`src/rtl/mbp_pkg.sv`:
```
// Shared types for the branch-resolution tracker.
//   mbp_entry_t     : queued fetch record {vpc, pred}
//   bht_update_t    : update record driven back into the BHT
//   resolve_state_e : resolve FSM states
//   lowest_set_idx  : index of the lowest set bit of a slot mask
package mbp_pkg;

  localparam int unsigned Vlen = 32;
  localparam int unsigned Ipf  = 2;  // instructions per fetch
  localparam int unsigned IdxW = (Ipf > 1) ? $clog2(Ipf) : 1;

  typedef struct packed {
    logic [Vlen-1:0] vpc;
    logic [Ipf-1:0]  pred;
  } mbp_entry_t;

  typedef struct packed {
    logic            valid;
    logic [Vlen-1:0] pc;
    logic            taken;
  } bht_update_t;

  typedef enum logic [0:0] {
    StIdle,
    StUpdate
  } resolve_state_e;

  // Returns 0 for an empty mask; callers only use the result when the mask is non-zero.
  function automatic logic [IdxW-1:0] lowest_set_idx(logic [Ipf-1:0] mask);
    lowest_set_idx = '0;
    for (int i = Ipf - 1; i >= 0; i--) begin
      if (mask[i]) lowest_set_idx = IdxW'(i);
    end
  endfunction

endpackage

```
`src/rtl/mbp_resolve_unit_if.sv`:
```
// Fetch / resolve / update bundle of the branch-resolution tracker.
//   fetch_*       : prediction push (valid/ready)
//   resolve_*     : resolution of the oldest queued fetch (valid/ready)
//   bht_update_o, mispredict_o : per-branch update stream
//   order_err_o, branch_cnt_o, mispredict_cnt_o : status and statistics
// slave = the tracker, master = the environment driving it.
interface mbp_resolve_unit_if #(
  parameter int unsigned CNT_W = 32
);
  import mbp_pkg::*;

  logic                 fetch_valid_i;
  logic                 fetch_ready_o;
  logic [Vlen-1:0]      fetch_vpc_i;
  logic [Ipf-1:0]       prediction_i;
  logic                 resolve_valid_i;
  logic                 resolve_ready_o;
  logic [Ipf-1:0]       resolve_mask_i;
  logic [Ipf-1:0]       resolve_taken_i;
  bht_update_t          bht_update_o;
  logic                 mispredict_o;
  logic                 order_err_o;
  logic [CNT_W-1:0]     branch_cnt_o;
  logic [CNT_W-1:0]     mispredict_cnt_o;

  modport slave (
    input  fetch_valid_i, fetch_vpc_i, prediction_i,
    input  resolve_valid_i, resolve_mask_i, resolve_taken_i,
    output fetch_ready_o, resolve_ready_o, bht_update_o, mispredict_o,
    output order_err_o, branch_cnt_o, mispredict_cnt_o
  );

  modport master (
    output fetch_valid_i, fetch_vpc_i, prediction_i,
    output resolve_valid_i, resolve_mask_i, resolve_taken_i,
    input  fetch_ready_o, resolve_ready_o, bht_update_o, mispredict_o,
    input  order_err_o, branch_cnt_o, mispredict_cnt_o
  );

endinterface

```
`src/rtl/mbp_pred_fifo.sv`:
```
// DEPTH-entry circular buffer of fetch records.
//   clk_i, rst_ni : clock, async active-low reset
//   flush_i       : empty the buffer (wins over push/pop)
//   push_i, wdata_i : write at tail (ignored when full)
//   pop_i         : advance head (ignored when empty)
//   full_o, empty_o, head_o : status and oldest entry
module mbp_pred_fifo
  import mbp_pkg::*;
#(
  parameter int unsigned DEPTH = 8
) (
  input  logic       clk_i,
  input  logic       rst_ni,
  input  logic       flush_i,
  input  logic       push_i,
  input  mbp_entry_t wdata_i,
  input  logic       pop_i,
  output logic       full_o,
  output logic       empty_o,
  output mbp_entry_t head_o
);

  localparam int unsigned PtrW = $clog2(DEPTH);
  localparam int unsigned CntW = PtrW + 1;

  mbp_entry_t        r_mem [DEPTH];
  logic [PtrW-1:0]   r_wptr, r_rptr;
  logic [CntW-1:0]   r_count;
  logic              w_push, w_pop;

  assign full_o  = (r_count == CntW'(DEPTH));
  assign empty_o = (r_count == '0);
  assign head_o  = r_mem[r_rptr];
  assign w_push  = push_i && !full_o;
  assign w_pop   = pop_i && !empty_o;

  always_ff @(posedge clk_i or negedge rst_ni) begin
    if (!rst_ni) begin
      r_wptr  <= '0;
      r_rptr  <= '0;
      r_count <= '0;
    end else if (flush_i) begin
      r_wptr  <= '0;
      r_rptr  <= '0;
      r_count <= '0;
    end else begin
      if (w_push) r_wptr <= r_wptr + PtrW'(1);
      if (w_pop)  r_rptr <= r_rptr + PtrW'(1);
      unique case ({w_push, w_pop})
        2'b10:   r_count <= r_count + CntW'(1);
        2'b01:   r_count <= r_count - CntW'(1);
        default: r_count <= r_count;
      endcase
    end
  end

  // Storage needs no reset: entries are only read while counted as valid.
  always_ff @(posedge clk_i) begin
    if (w_push && !flush_i) r_mem[r_wptr] <= wdata_i;
  end

endmodule

```
`src/rtl/mbp_resolve_unit.sv`:
```
// Branch-resolution tracker: queues per-fetch predictions, and on each
// resolution replays one BHT update per resolved slot (lowest slot first),
// flagging mispredictions and keeping saturating statistics.
//   clk_i, rst_ni : clock, async active-low reset
//   flush_i       : drop queued fetches and abort an update burst
//   bus_io        : fetch / resolve / update bundle (slave side)
module mbp_resolve_unit
  import mbp_pkg::*;
#(
  parameter int unsigned DEPTH = 8,
  parameter int unsigned CNT_W = 32
) (
  input  logic                clk_i,
  input  logic                rst_ni,
  input  logic                flush_i,
  mbp_resolve_unit_if.slave   bus_io
);

  logic           w_full, w_empty, w_push, w_pop;
  mbp_entry_t     w_head, w_wdata;
  resolve_state_e r_state, w_state_d;

  logic [Ipf-1:0]  r_mask, w_mask_d, r_pred, w_pred_d, r_taken, w_taken_d;
  logic [Vlen-1:0] r_vpc, w_vpc_d;
  logic [Ipf-1:0]  w_src_mask, w_src_pred, w_src_taken, w_mask_rem;
  logic [Vlen-1:0] w_src_vpc;
  logic [IdxW-1:0] w_idx;
  logic            w_issue;

  bht_update_t     r_upd, w_upd_d;
  logic            r_misp, w_misp_d;
  logic            r_order_err, w_order_err_d;
  logic [CNT_W-1:0] r_branch_cnt, r_misp_cnt;

  assign w_push          = bus_io.fetch_valid_i && !w_full;
  assign w_wdata.vpc     = bus_io.fetch_vpc_i;
  assign w_wdata.pred    = bus_io.prediction_i;

  mbp_pred_fifo #(
    .DEPTH (DEPTH)
  ) u_fifo (
    .clk_i   (clk_i),
    .rst_ni  (rst_ni),
    .flush_i (flush_i),
    .push_i  (w_push),
    .wdata_i (w_wdata),
    .pop_i   (w_pop),
    .full_o  (w_full),
    .empty_o (w_empty),
    .head_o  (w_head)
  );

  // In Idle the first update is issued straight from the resolve inputs and
  // the head entry, so it is visible the cycle after acceptance.
  always_comb begin
    w_src_mask  = r_mask;
    w_src_vpc   = r_vpc;
    w_src_pred  = r_pred;
    w_src_taken = r_taken;
    if (r_state == StIdle) begin
      w_src_mask  = bus_io.resolve_mask_i;
      w_src_vpc   = w_head.vpc;
      w_src_pred  = w_head.pred;
      w_src_taken = bus_io.resolve_taken_i;
    end
    w_idx      = lowest_set_idx(w_src_mask);
    w_mask_rem = w_src_mask & ~(Ipf'(1) << w_idx);

    w_state_d     = r_state;
    w_mask_d      = r_mask;
    w_vpc_d       = r_vpc;
    w_pred_d      = r_pred;
    w_taken_d     = r_taken;
    w_order_err_d = r_order_err;
    w_pop         = 1'b0;
    w_issue       = 1'b0;

    if (flush_i) begin
      w_state_d = StIdle;
    end else begin
      unique case (r_state)
        StIdle: begin
          if (bus_io.resolve_valid_i) begin
            if (w_empty) begin
              w_order_err_d = 1'b1;
            end else if (bus_io.resolve_mask_i == '0) begin
              w_pop = 1'b1;
            end else begin
              w_issue   = 1'b1;
              w_mask_d  = w_mask_rem;
              w_vpc_d   = w_src_vpc;
              w_pred_d  = w_src_pred;
              w_taken_d = w_src_taken;
              w_state_d = StUpdate;
            end
          end
        end
        StUpdate: begin
          // The update on the outputs this cycle is the last one once the mask is empty.
          if (r_mask != '0) begin
            w_issue  = 1'b1;
            w_mask_d = w_mask_rem;
          end else begin
            w_pop     = 1'b1;
            w_state_d = StIdle;
          end
        end
        default: w_state_d = StIdle;
      endcase
    end

    w_upd_d  = '0;
    w_misp_d = 1'b0;
    if (w_issue) begin
      w_upd_d.valid = 1'b1;
      w_upd_d.pc    = w_src_vpc + (Vlen'(w_idx) << 1);
      w_upd_d.taken = w_src_taken[w_idx];
      w_misp_d      = w_src_pred[w_idx] ^ w_src_taken[w_idx];
    end
  end

  always_ff @(posedge clk_i or negedge rst_ni) begin
    if (!rst_ni) begin
      r_state      <= StIdle;
      r_mask       <= '0;
      r_vpc        <= '0;
      r_pred       <= '0;
      r_taken      <= '0;
      r_upd        <= '0;
      r_misp       <= 1'b0;
      r_order_err  <= 1'b0;
      r_branch_cnt <= '0;
      r_misp_cnt   <= '0;
    end else begin
      r_state     <= w_state_d;
      r_mask      <= w_mask_d;
      r_vpc       <= w_vpc_d;
      r_pred      <= w_pred_d;
      r_taken     <= w_taken_d;
      r_upd       <= w_upd_d;
      r_misp      <= w_misp_d;
      r_order_err <= w_order_err_d;
      if (w_issue && (r_branch_cnt != '1)) r_branch_cnt <= r_branch_cnt + CNT_W'(1);
      if (w_issue && w_misp_d && (r_misp_cnt != '1)) r_misp_cnt <= r_misp_cnt + CNT_W'(1);
    end
  end

  assign bus_io.fetch_ready_o    = !w_full;
  assign bus_io.resolve_ready_o  = (r_state == StIdle);
  assign bus_io.bht_update_o     = r_upd;
  assign bus_io.mispredict_o     = r_misp;
  assign bus_io.order_err_o      = r_order_err;
  assign bus_io.branch_cnt_o     = r_branch_cnt;
  assign bus_io.mispredict_cnt_o = r_misp_cnt;

endmodule

```
`src/flat_wrapper.sv`:
```
// flat-port wrapper written by rule: the top's interface ports become plain ports
module mbp_resolve_unit_flat import mbp_pkg::*;
#(
  parameter int unsigned DEPTH = 8,
  parameter int unsigned CNT_W = 32
)
  (clk_i, rst_ni, flush_i, bus_io_fetch_valid_i, bus_io_fetch_vpc_i, bus_io_prediction_i, bus_io_resolve_valid_i, bus_io_resolve_mask_i, bus_io_resolve_taken_i, bus_io_fetch_ready_o, bus_io_resolve_ready_o, bus_io_bht_update_o, bus_io_mispredict_o, bus_io_order_err_o, bus_io_branch_cnt_o, bus_io_mispredict_cnt_o);
  mbp_resolve_unit_if #(.CNT_W(CNT_W)) bus_io_i ();
  input  logic clk_i;
  input  logic rst_ni;
  input  logic flush_i;
  input wire logic [$bits(bus_io_i.fetch_valid_i)-1:0] bus_io_fetch_valid_i;
  input wire logic [$bits(bus_io_i.fetch_vpc_i)-1:0] bus_io_fetch_vpc_i;
  input wire logic [$bits(bus_io_i.prediction_i)-1:0] bus_io_prediction_i;
  input wire logic [$bits(bus_io_i.resolve_valid_i)-1:0] bus_io_resolve_valid_i;
  input wire logic [$bits(bus_io_i.resolve_mask_i)-1:0] bus_io_resolve_mask_i;
  input wire logic [$bits(bus_io_i.resolve_taken_i)-1:0] bus_io_resolve_taken_i;
  output wire logic [$bits(bus_io_i.fetch_ready_o)-1:0] bus_io_fetch_ready_o;
  output wire logic [$bits(bus_io_i.resolve_ready_o)-1:0] bus_io_resolve_ready_o;
  output wire logic [$bits(bus_io_i.bht_update_o)-1:0] bus_io_bht_update_o;
  output wire logic [$bits(bus_io_i.mispredict_o)-1:0] bus_io_mispredict_o;
  output wire logic [$bits(bus_io_i.order_err_o)-1:0] bus_io_order_err_o;
  output wire logic [$bits(bus_io_i.branch_cnt_o)-1:0] bus_io_branch_cnt_o;
  output wire logic [$bits(bus_io_i.mispredict_cnt_o)-1:0] bus_io_mispredict_cnt_o;
  assign bus_io_i.fetch_valid_i = bus_io_fetch_valid_i;
  assign bus_io_i.fetch_vpc_i = bus_io_fetch_vpc_i;
  assign bus_io_i.prediction_i = bus_io_prediction_i;
  assign bus_io_i.resolve_valid_i = bus_io_resolve_valid_i;
  assign bus_io_i.resolve_mask_i = bus_io_resolve_mask_i;
  assign bus_io_i.resolve_taken_i = bus_io_resolve_taken_i;
  assign bus_io_fetch_ready_o = bus_io_i.fetch_ready_o;
  assign bus_io_resolve_ready_o = bus_io_i.resolve_ready_o;
  assign bus_io_bht_update_o = bus_io_i.bht_update_o;
  assign bus_io_mispredict_o = bus_io_i.mispredict_o;
  assign bus_io_order_err_o = bus_io_i.order_err_o;
  assign bus_io_branch_cnt_o = bus_io_i.branch_cnt_o;
  assign bus_io_mispredict_cnt_o = bus_io_i.mispredict_cnt_o;
  mbp_resolve_unit #(.DEPTH(DEPTH), .CNT_W(CNT_W)) u_core (.clk_i(clk_i), .rst_ni(rst_ni), .flush_i(flush_i), .bus_io(bus_io_i));
endmodule
```
`config.mk`:
```
export PLATFORM = sky130hd
export DESIGN_NAME = mbp_resolve_unit_flat
export DESIGN_NICKNAME = d
export VERILOG_FILES = /design/src/rtl/mbp_pkg.sv /design/src/rtl/mbp_resolve_unit_if.sv /design/src/rtl/mbp_pred_fifo.sv /design/src/rtl/mbp_resolve_unit.sv /design/src/flat_wrapper.sv
export SDC_FILE = /design/constraint.sdc
export NUM_CORES = 1
export LEC_CHECK = 0
export BUFFER_PORTS_ARGS = -buffer_cell sky130_fd_sc_hd__buf_2
export CAP_MARGIN = 0
export CORE_ASPECT_RATIO = 0.9
export CORE_MARGIN = 2
export CORE_UTILIZATION = 64
export DETAILED_ROUTE_END_ITERATION = 7
export GPL_TIMING_DRIVEN = 0
export PLACE_DENSITY_LB_ADDON = 0.1
export SYNTH_ARGS = -nofsm -noshare
export SYNTH_HDL_FRONTEND = slang
export SYNTH_SLANG_ARGS = --single-unit
```
`constraint.sdc`:
```
create_clock -name clk_i -period 11 [get_ports clk_i]
set_clock_uncertainty 0.15 [all_clocks]
set_input_delay 1.65 -clock clk_i [delete_from_list [all_inputs] [get_ports clk_i]]
set_output_delay 1.65 -clock clk_i [all_outputs]
set_load 0.01 [all_outputs]
```
== Yosys cells after proc, flatten, opt, wreduce, memory -nomap -nowiden ==
Memory sizes are Yosys's and may differ from the RTL's.
Cells that the tools add are included.
Operators by class
  reductions and logical operators: 19
  mux-type cells: 37
  shift operators: 1
  $lt $le $gt $ge: 1
  bitwise operators: 7
  add/subtract/negate cells: 7
  equal/unequal tests: 9
Operators by type and width (number)
  $add A32 B1 Y32 const B: 2
  $ne A32 B32 Y1 const B: 2
  $mux W34: 1
  $add A32 B2 Y32: 1
  $mux W32: 1
  $mux W1: 19
  $mux W2: 7
  $mux W3: 4
  $reduce_and A5 Y1: 2
  $ne A2 B2 Y1 const B: 4
  $pmux W4 S2: 1
  $logic_and A1 B1 Y1: 7
  $add A3 B1 Y3 const B: 2
  $reduce_bool A2 Y1: 3
  $add A4 B1 Y4 const B: 1
  $eq A4 B4 Y1 const B: 1
  $logic_not A4 Y1: 1
  $mux W4: 1
  $not A1 Y1: 4
  $pmux W1 S2: 2
  $pmux W2 S2: 1
  $reduce_and A4 Y1: 1
  $sub A4 B1 Y4 const B: 1
  $logic_not A1 Y1: 3
  9 further kinds: 9
Word-level totals
  bits in writable memories: 272
  output and inout bits: 102
  memories: 1
  word-level logic and storage cells: 97
  register bits after elaboration: 149
  input bits: 43
Memory list
  u_core.u_fifo.r_mem: depth 8, width 34, rd ports 1, clocked after memory_dff 0, wr ports 1, line mbp_pred_fifo.sv:26  | mbp_entry_t r_mem [DEPTH];

== Depth between registers and ports, before layout ==
Gate-level depths: netlist of run 1.
  depth in word-level cells: 10
  gate-level depth with buffers: 14

== By module ==
A second synthesis of run 1 with hierarchy kept.
Unflattened totals
  cell total of the unflattened synthesis: 1099
  area total of the unflattened synthesis: 17819.6 um^2
By module, submodules not included
  mbp_pred_fifo: cells an instance 471, instances 1, area an instance 10892.9 um^2
  mbp_resolve_unit: cells an instance 628, instances 1, area an instance 6926.6 um^2

== Least setup slack after synthesis of run 1 ==
Ideal clock, no wire load.
  path kind: input to register
  start point: input port bus_io_fetch_valid_i
  end point: memory u_core.u_fifo.r_mem[0][0] in the netlist's numbering (enable)
  data required time: 10382 ps
  setup slack: 5842 ps
  data arrival time: 4540 ps
  setup time: 468 ps
  cell stages on the path: 3
  cells stage by stage: nand2_1 -> or3_1 -> nor3_1
On the way
  longest elaborated chain between the ends: 5
Ends and longest elaborated chain
  from (decl): line flat_wrapper.sv:12  | input wire logic [$bits(bus_io_i.fetch_valid_i)-1:0] bus_io_fetch_valid_i;
  $logic_and A1 B1 Y1: line mbp_resolve_unit.sv:35  | assign w_push = bus_io.fetch_valid_i && !w_full;
  $logic_and A1 B1 Y1: line mbp_pred_fifo.sv:34  | assign w_push = push_i && !full_o;
  $logic_and A1 B1 Y1: line mbp_pred_fifo.sv:59  | if (w_push && !flush_i) r_mem[r_wptr] <= wdata_i;
  $mux W1: line mbp_pred_fifo.sv:59
  $mux W1 (implied by the code): line mbp_pred_fifo.sv:59
  to (decl): line mbp_pred_fifo.sv:26
No other way between the ends.

==> results_dict.tcl, run 1 <==
set metrics [dict create \
    drv_slew 0 \
    syn_area_um2 17700 \
    fmax_mhz 172 \
    start_util_pct 65.4 \
    vdd_ir_drop_max_v 0.000167 \
    crit_path_start_kind "flip-flop" \
    stdcell_count 1817 \
    row_count 57 \
    root_buffer "clkbuf_16" \
    cts_max_level 2 \
    drtAntennaViolNets 0 \
    synth-main-ff-cell "edfxtp_1" \
    p_leak_nw 8.05 \
    critPathMaxStageDelay_ns 0.83 \
    yosysUniqueCellTypes 66 \
    vias_per_cell 6.45 \
    grt_use_total_pct 30.6 \
    critPathRequiredTime_ns 11.28 \
    synth_top_area_share_pct 46.1 \
    timing.slew.headroom_pct 26.4 \
    postSynth.asyncResetShare_pct 35.2 \
    grt_pass1_vias 11500 \
    netlist_instances 1227 \
    cts_buffers 41 \
    arrival_ns 6.11 \
    final_area_um2 20600 \
    multi_input_area_um2 5570 \
    nets 1480 \
    die_h_um 162 \
    yosysTopAreaCell "edfxtp_1" \
    dr_total_vias 11700 \
    ys_seq_area_share_pct 67.0 \
    antenna_found_initial 2 \
    hold_viol_final 0 \
    setup-tns-final_ns 0 \
    drtIter0Drc 1131 \
    rsz0062_at_grt "no" \
    chipWidth_um 179 \
    clkLatencyLatePin_ns 0.54 \
    hold_class "flip-flop to flip-flop" \
    drt_pass1_iterations 6 \
    synth.avg_cell_area_um2 14.4 \
    cts.path.max_buffers 3 \
    critPathTopFamily "buffers and inverters" \
    cts_setup_buffers 0 \
    core_area_um2 27100 \
    io_buffers 144 \
    drv_cap 0 \
    synth.area.top_cells "edfxtp_1, dfrtp_1, mux4_2, mux2i_1, nand2_1" \
    critPathKind "flip-flop to flip-flop" \
    ys_warn_count 0 \
    layout_setup_ws_ns 5.17 \
    cts.clk_slew.worst_paths_ns 0.06 \
    wl_um 44200 \
    gp_congestion 0.872 \
    worst_pin_slew_ns 1.10 \
    postPlaceCellArea_um2 19200 \
    status "finished, final reports clean" \
    grt_pass1_wl_um 66400 \
    cp_slowest_cell "nor4_2" \
    synth_edf_count 272 \
    area.growth.synth_to_final_pct 16.5 \
    holdBufCountCts 0 \
    num_io_pins 145 \
    power_per_cell_area_nw_per_um2 190 \
    seq_area_um2 11900 \
    ys_ff_latch 420 \
    crit_buf_inv 5 \
    drc 0 \
    finalSetupViolCount 0 \
    place_hpwl_um 28700 \
    crit_chain "clkbuf_1 -> clkbuf_1 -> buf_1 -> buf_1 -> nand2_1 -> o21ai_0 -> ha_1 -> ha_1 -> nand3b_1 -> nor4_2 -> buf_2 -> nand4_1 -> a21oi_1" \
    period_needed_ns 5.83 \
    cp_max_fo 10 \
    drive_gt1_share_pct 23.4 \
    wl_per_cell_um 24.3 \
    clock_sinks 420 \
    dieArea_um2 29000 \
    utilization_pct 76.1 \
    cts_tree "done" \
    fillers 1686 \
    min_period_over_period_pct 53.0 \
    cts.repair.resized 0 \
    dpl.cell_count 1740 \
    syn_nets 1278 \
    grt_overflow 0 \
    endpoint_kind "flip-flop" \
    grt_start_max_net_pins 77 \
    dp_slack_ns 5.44 \
]
==> path summary, 6_finish.rpt <==
check | startpoint | endpoint | slack, ns | cells after the start
min in group asynchronous | rst_ni | u_core.bus_io.mispredict_cnt_o[15] | 1.01 | 1
max reg2reg | u_core.r_state | u_core.bus_io.bht_update_o[22] | 5.17 | 13
min | u_core.bus_io.order_err_o | u_core.bus_io.order_err_o | 0.31 | 1
min reg2reg | u_core.bus_io.order_err_o | u_core.bus_io.order_err_o | 0.31 | 1
max in group asynchronous | rst_ni | u_core.bus_io.bht_update_o[9] | 8.84 | 2
max | u_core.r_state | u_core.bus_io.bht_update_o[22] | 5.17 | 13
==> sequential cells by signal, indices dropped and copies added, names as in the netlist <==
signal,count
u_core.bus_io.bht_update_o,33
u_core.u_fifo.r_rptr,3
u_core.r_state,1
u_core.bus_io.mispredict_cnt_o,32
u_core.u_fifo.r_wptr,3
u_core.bus_io.mispredict_o,1
u_core.bus_io.order_err_o,1
u_core.r_pred,2
u_core.r_mask,2
u_core.bus_io.branch_cnt_o,32
u_core.u_fifo.r_count,4
u_core.r_vpc,32
u_core.r_taken,2
u_core.u_fifo.r_mem,272
==> cells by family (layout without fill, tap and decap cells) <==
family,count (synthesis),in the layout,share of synthesized area (%)
multiplexers,125,125,9.37
flip-flops,420,420,67.0
buffers and inverters,63,298,1.84
adder cells (fa/ha/maj),8,8,0.565
XOR/XNOR,81,81,4.00
AND/OR/NAND/NOR,388,388,11.3
AO/OA/AOI/OAI,142,142,5.97
other,0,1,0
==> cell usage after synthesis, drive strengths merged (11+ instances only) <==
cell	n
dfrtp	148
a22o	23
xor2	27
and3	19
a21oi	21
buf	27
o21ai	27
edfxtp	272
nand3	33
o22ai	13
nor2	53
nor4	12
mux2	36
nand4	37
nand2b	11
mux2i	60
xnor2	54
nor3	17
o31ai	14
and2	11
nor2b	11
clkbuf	27
mux4	29
nand2	144
==> area by class of cell <==
cell class / count / area share [%]
sequential: 420 / 57.5
multi-input combinational: 744 / 27.0
clock buffer: 55 / 5.53
timing repair buffer: 159 / 4.71
tap: 354 / 2.15
clock inverter: 21 / 1.47
buffer: 54 / 1.41
inverter: 9 / 0.164
antenna: 1 / 0.0121
==> metal layers <==
layer	share of wire (%)	routed length [um]	GRT usage, %	vias up
met5	0	0	0	-
met2	47	20700	47.6	639
li1	-	-	-	5034
met1	41	17900	43.6	5926
met4	3.4	1490	11.4	0
met3	9.1	4000	5.97	117
==> cells in the final DEF (no fill, tap or decap), types with 30 or more instances in the layout <==
cell type / netlist / layout
buf_2: 11 / 154
clkbuf_1: 27 / 37
clkbuf_16: 0 / 43
dfrtp_1: 148 / 148
edfxtp_1: 272 / 272
mux2_2: 30 / 30
mux2i_1: 60 / 60
nand2_1: 144 / 144
nand3_1: 32 / 32
nand4_1: 35 / 35
nor2_1: 53 / 47
xnor2_1: 54 / 54
==> report_power, final <==
part | total (mW) | switching, mW | internal (mW)
combinational | 0.550 | 0.343 | 0.207
clock | 1.50 | 0.585 | 0.918
sequential | 1.87 | 0.0731 | 1.80
==> metrics by stage <==
step           power, mW  hold slack (ns)
2_1_floorplan       2.24            0.288
3_3_place_gp        2.41            0.291
3_5_place_dp        2.43            0.298
4_1_cts             3.92            0.311
5_1_grt             4.05            0.319
6_report            3.92            0.311
Note: power is estimated with default switching activity, not from simulation.
==> inputs of run 2 (changes only) <==
ABC_AREA = 1   (was not set)
CORE_UTILIZATION = 55   (was 64)
clock period = 4.9 ns   (was 11 ns; I/O delays follow)
==> results_dict.tcl, run 2 <==
set metrics [dict create \
    holdWs_ns 0.0525 \
    critPathKind "flip-flop to flip-flop" \
    synth_top_area_share_pct 41.9 \
    cts_buffers 44 \
    fmax_mhz 246 \
    syn_area_um2 19500 \
    cts.repair.resized 0 \
    clkLatencyLatePin_ns 0.56 \
    mostFrequentLayoutCell "nand2_1" \
    dp_slack_ns 1.00 \
    antenna_found_initial 1 \
    p_leak_nw 10.2 \
    holdBufCountCts 0 \
    area.growth.synth_to_final_pct 15.6 \
    critPathTopFamily "buffers and inverters" \
    drt_pass1_iterations 6 \
    largest-register "u_core.u_fifo.r_mem" \
    timing.slew.headroom_pct 38.8 \
    gp_congestion 0.962 \
    worst_pin_slew_ns 0.916 \
    status "finished, final reports clean" \
    crit_chain "buf_6 -> buf_2 -> buf_2 -> clkbuf_1 -> o21ai_0 -> o221ai_1 -> nand3_1 -> o21ai_0 -> ha_1 -> ha_1 -> nand3_1 -> inv_1 -> nand2_1 -> inv_1 -> o21ai_0 -> a21oi_1" \
    place_hpwl_um 37200 \
    r2r_slack_ns 0.83 \
    critPathRequiredTime_ns 5.16 \
    wl_per_cell_um 19.3 \
    nets 2358 \
    min_period_over_period_pct 83.0 \
    hold_viol_final 0 \
    synth.avg_cell_area_um2 9.24 \
    yosysUniqueCellTypes 39 \
    ys_ff_latch 420 \
    utilization_pct 64.4 \
    dieArea_um2 36900 \
    ys_warn_count 0 \
    vdd_ir_drop_max_v 0.000354 \
    stdcell_count 2809 \
    synth_edf_count 272 \
    postSynth.asyncResetShare_pct 35.2 \
    cts_max_level 2 \
    grt_use_total_pct 29.8 \
    largest_register_ff_count 272 \
    synth.area.top_cells "edfxtp_1, dfrtp_1, nand2_1, nand3_1, inv_1" \
    cpMostUsedCell "o21ai_0" \
    clock_sinks 420 \
    yosysMostFrequentCell "nand2_1" \
    drtAntennaViolNets 0 \
    synth-main-ff-cell "edfxtp_1" \
    io_buffers 144 \
    r2r_end "u_core.bus_io.bht_update_o[10]" \
    drv_cap 0 \
    endpoint_kind "flip-flop" \
    drv_slew 0 \
    synth_commonest_cells "nand2_1, edfxtp_1, inv_1, nand3_1, nor2_1" \
    setup-tns-final_ns 0 \
    syn_nets 2159 \
    die_h_um 183 \
    root_buffer "clkbuf_16" \
    grt_pass1_wl_um 83500 \
    yosysTopAreaCell "edfxtp_1" \
    worstSetupStartpoint "u_core.u_fifo.r_rptr[0]" \
    layout_common_cells "nand2_1, edfxtp_1, inv_1, nand3_1, buf_2" \
    rsz0062_at_grt "no" \
    dr_total_vias 15300 \
    diodes 0 \
    grt_pass1_vias 14700 \
    num_io_pins 145 \
    period_needed_ns 4.07 \
    cts_tree "done" \
    drc 0 \
    hold_class "input port to async pin" \
    power_per_cell_area_nw_per_um2 453 \
    finalSetupViolCount 0 \
    cts.path.max_buffers 3 \
    drive_gt1_share_pct 13.1 \
    chipWidth_um 202 \
    netlist_instances 2108 \
    cp_slowest_cell "buf_2" \
    crit_buf_inv 6 \
    wl_um 54100 \
    r2r_start "u_core.u_fifo.r_rptr[0]" \
    cts.clk_slew.worst_paths_ns 0.06 \
    core_area_um2 35000 \
    crit_path_start_kind "flip-flop" \
    grt_overflow 0 \
    ys_seq_area_share_pct 60.9 \
    start_util_pct 55.7 \
    cp_max_fo 10 \
    layout_setup_ws_ns 0.834 \
    cts_setup_buffers 0 \
    fillers 2933 \
    row_count 65 \
    vias_per_cell 5.43 \
    dpl.cell_count 2730 \
    arrival_ns 4.32 \
    rr_worst_depth 16 \
    critPathMaxStageDelay_ns 0.37 \
    drtIter0Drc 1418 \
    grt_start_max_net_pins 77 \
]
## run 2: cell count changes after synthesis, moves of 30 or more
cell	before	now
mux2_2	30	0
nand2_1	144	667
nand3_1	32	238
mux2i_1	60	1
inv_1	8	256
xnor2_1	54	12
nor2_1	53	161
o21ai_0	27	74
## run 2: final cells by class
type,count,area [um^2],area share (%)
buffer,82,463,2.06
clock buffer,52,1150,5.12
clock inverter,27,322,1.43
inverter,261,982,4.36
multi-input combinational,1345,6220,27.6
sequential,420,11900,52.7
tap,469,587,2.61
timing repair buffer,153,922,4.09
## run 2: worst max path at each step
stage                                           endpoint  slack, ns  cells after the start
after floorplan                u_core.u_fifo.r_mem[0][0]       1.80                      4
after global placement         u_core.u_fifo.r_mem[4][1]      -0.23                      4
after detailed placement  u_core.bus_io.bht_update_o[10]       1.00                     16
after CTS                 u_core.bus_io.bht_update_o[10]       0.94                     16
after global routing      u_core.bus_io.bht_update_o[10]       0.62                     16
final                     u_core.bus_io.bht_update_o[10]       0.83                     16
## run 2: cell families after synthesis
kind of cell    Yosys count  synth area share, %
buf+inv                 343                 7.42
simple gates           1151                 24.8
fa+ha+maj                 8                0.514
flops                   420                 60.9
mux                       1               0.0514
xor+xnor                 63                 2.83
compound gates          122                 3.48
## run 2: through the flow
stage / cell area, um^2 / power, mW
after floorplan: 19500 / 5.89
after global placement: 20800 / 6.71
after detailed placement: 21000 / 6.78
after CTS: 22500 / 10.2
after global routing: 22500 / 10.7
final: 22500 / 10.2
## run 2: layer usage
layer / wire length [um] / vias to the layer above / global-route usage (%)
met4: 1310 / 0 / 8.64
li1: - / 7240 / -
met5: 0 / - / 0
met1: 23400 / 7268 / 42.6
met2: 24700 / 653 / 46.9
met3: 4720 / 93 / 5.39
## run 2: worst register-to-register path, cell delays in order, from the launching register on
cell and delay [ns]:
dfrtp_1 0.36, buf_6 0.17, buf_2 0.37, buf_2 0.29, clkbuf_1 0.35, o21ai_0 0.15
o221ai_1 0.23, nand3_1 0.13, o21ai_0 0.21, ha_1 0.27, ha_1 0.20, nand3_1 0.16
inv_1 0.13, nand2_1 0.08, inv_1 0.19, o21ai_0 0.10, a21oi_1 0.36
## run 2: power by group
group / switching (mW) / total [mW] / internal (mW) / leakage (nW)
registers: 0.184 / 4.27 / 4.09 / 4.38
logic: 1.74 / 2.48 / 0.737 / 5.09
clock network: 1.40 / 3.45 / 2.05 / 0.721
total: 3.32 / 10.2 / 6.88 / 10.2
==> inputs of run 3 (changes only) <==
clock period = 3.6 ns   (was 4.9 ns; I/O delays follow)
==> results_dict.tcl, run 3 (same netlist as run 2, synthesis figures left out) <==
set metrics [dict create \
    holdWs_ns 0.109 \
    worst_pin_slew_ns 0.917 \
    arrival_ns 3.68 \
    cts_max_level 2 \
    drv_slew 0 \
    layout_setup_ws_ns 0.215 \
    stdcell_count 2805 \
    largest_register_ff_count 272 \
    antenna_found_initial 1 \
    gp_congestion 0.962 \
    cts.clk_slew.worst_paths_ns 0.06 \
    cts.path.max_buffers 3 \
    hold_viol_final 0 \
    mostFrequentLayoutCell "nand2_1" \
    vdd_ir_drop_max_v 0.000480 \
    grt_use_total_pct 29.8 \
    finalSetupViolCount 0 \
    area.growth.synth_to_final_pct 15.7 \
    cts_setup_buffers 0 \
    io_buffers 144 \
    vias_per_cell 5.42 \
    drive_gt1_share_pct 13.1 \
    start_util_pct 55.7 \
    drtIter0Drc 1379 \
    finalPower_mw 13.9 \
    row_count 65 \
    chipWidth_um 202 \
    grt_overflow 0 \
    layout_common_cells "nand2_1, edfxtp_1, inv_1, nand3_1, buf_2" \
    crit_path_start_kind "flip-flop" \
    cts_buffers 44 \
    grt_pass1_vias 14700 \
    period_needed_ns 3.38 \
    num_io_pins 145 \
    status "finished, final reports clean" \
    dieArea_um2 36900 \
    fillers 2929 \
    power_per_cell_area_nw_per_um2 617 \
    core_area_um2 35000 \
    drt_pass1_iterations 5 \
    dp_slack_ns -0.298 \
    dr_total_vias 15200 \
    cts_tree "done" \
    clkLatencyLatePin_ns 0.55 \
    hold_class "input port to flip-flop" \
    rsz0062_at_grt "no" \
    place_hpwl_um 37200 \
    largest-register "u_core.u_fifo.r_mem" \
    drtAntennaViolNets 0 \
    clock_sinks 420 \
    wl_um 54200 \
    nets 2353 \
    grt_pass1_wl_um 83600 \
    timing.slew.headroom_pct 38.7 \
    endpoint_kind "flip-flop" \
    root_buffer "clkbuf_16" \
    cp_max_fo 19 \
    critPathKind "flip-flop to flip-flop" \
    dpl.cell_count 2730 \
    fmax_mhz 295 \
    die_h_um 183 \
    critPathRequiredTime_ns 3.90 \
    grt_start_max_net_pins 77 \
    min_period_over_period_pct 94.0 \
    drv_cap 0 \
    wl_per_cell_um 19.3 \
    p_leak_nw 10.2 \
    drc 0 \
]
run 3: changes by cell type in the layout (fill, tap and decap cells not counted), sizes merged:
cell         before  now
dlygate4sd3       0    1
buf             214  208
diode             0    1
run 3: final timing paths:
kind	start	endpoint	slack, ns	depth (start not counted)
max in group asynchronous	rst_ni	u_core.u_fifo.r_wptr[2]	2.01	3
worst max-delay path	u_core.u_fifo.r_rptr[0]	u_core.bus_io.bht_update_o[10]	0.22	15
worst min register to register	u_core.r_vpc[10]	u_core.r_vpc[10]	0.34	2
worst min-delay path	bus_io_fetch_vpc_i[0]	u_core.u_fifo.r_mem[1][2]	0.11	1
worst max register to register	u_core.u_fifo.r_rptr[0]	u_core.bus_io.bht_update_o[10]	0.22	15
min in group asynchronous	rst_ni	u_core.bus_io.bht_update_o[10]	0.43	2
run 3: power breakdown:
part	switching, mW	total, mW	internal (mW)	leakage, nW
Sequential	0.249	5.82	5.57	4.38
Combinational	2.38	3.38	1.01	5.09
Clock	1.90	4.70	2.80	0.721
run 3: timing repair:
item                       in CTS  in global routing
hold endpoints to repair       75                  0
cloned                          0                  0
resized for setup               3                  6
setup endpoints to repair      19                 16
hold buffers                    1                  0
run 3: area by class of cell:
type	instances	area [um^2]	share of cell area, %
antenna	1	2.50	0.0111
buffer	76	453	2.01
clock buffer	52	1150	5.12
clock inverter	27	322	1.43
inverter	261	982	4.36
multi-input combinational	1345	6230	27.6
sequential	420	11900	52.7
tap	469	587	2.60
timing repair buffer	154	932	4.14
run 3: worst max-delay path, stage by stage (launching register included):
cell      delay (ns)
dfrtp_1         0.36
buf_6           0.17
clkbuf_4        0.30
buf_6           0.22
o21ai_0         0.10
o221ai_1        0.21
nand3_1         0.14
o21ai_1         0.21
ha_1            0.25
ha_1            0.20
nand3_1         0.17
inv_1           0.13
nand2_1         0.08
inv_1           0.20
o21ai_0         0.13
a21oi_2         0.25
run 3: layer usage:
layer / global-route usage, % / routed length [um] / part of all wire, %
met2: 46.8 / 24800 / 46
met3: 5.23 / 4630 / 8.5
met5: 0 / 0 / 0
met1: 42.7 / 23500 / 43
met4: 8.73 / 1270 / 2.3
run 3: through the flow:
step | cell area (um^2) | util [%] | TNS (ns)
after floorplan | 19500 | - | 0
after global placement | 20800 | 59.4 | -408.26
after detailed placement | 21000 | 60.2 | -2.63
after CTS | 22500 | 64.4 | 0
after global routing | 22500 | 64.4 | 0
final | 22500 | 64.4 | 0
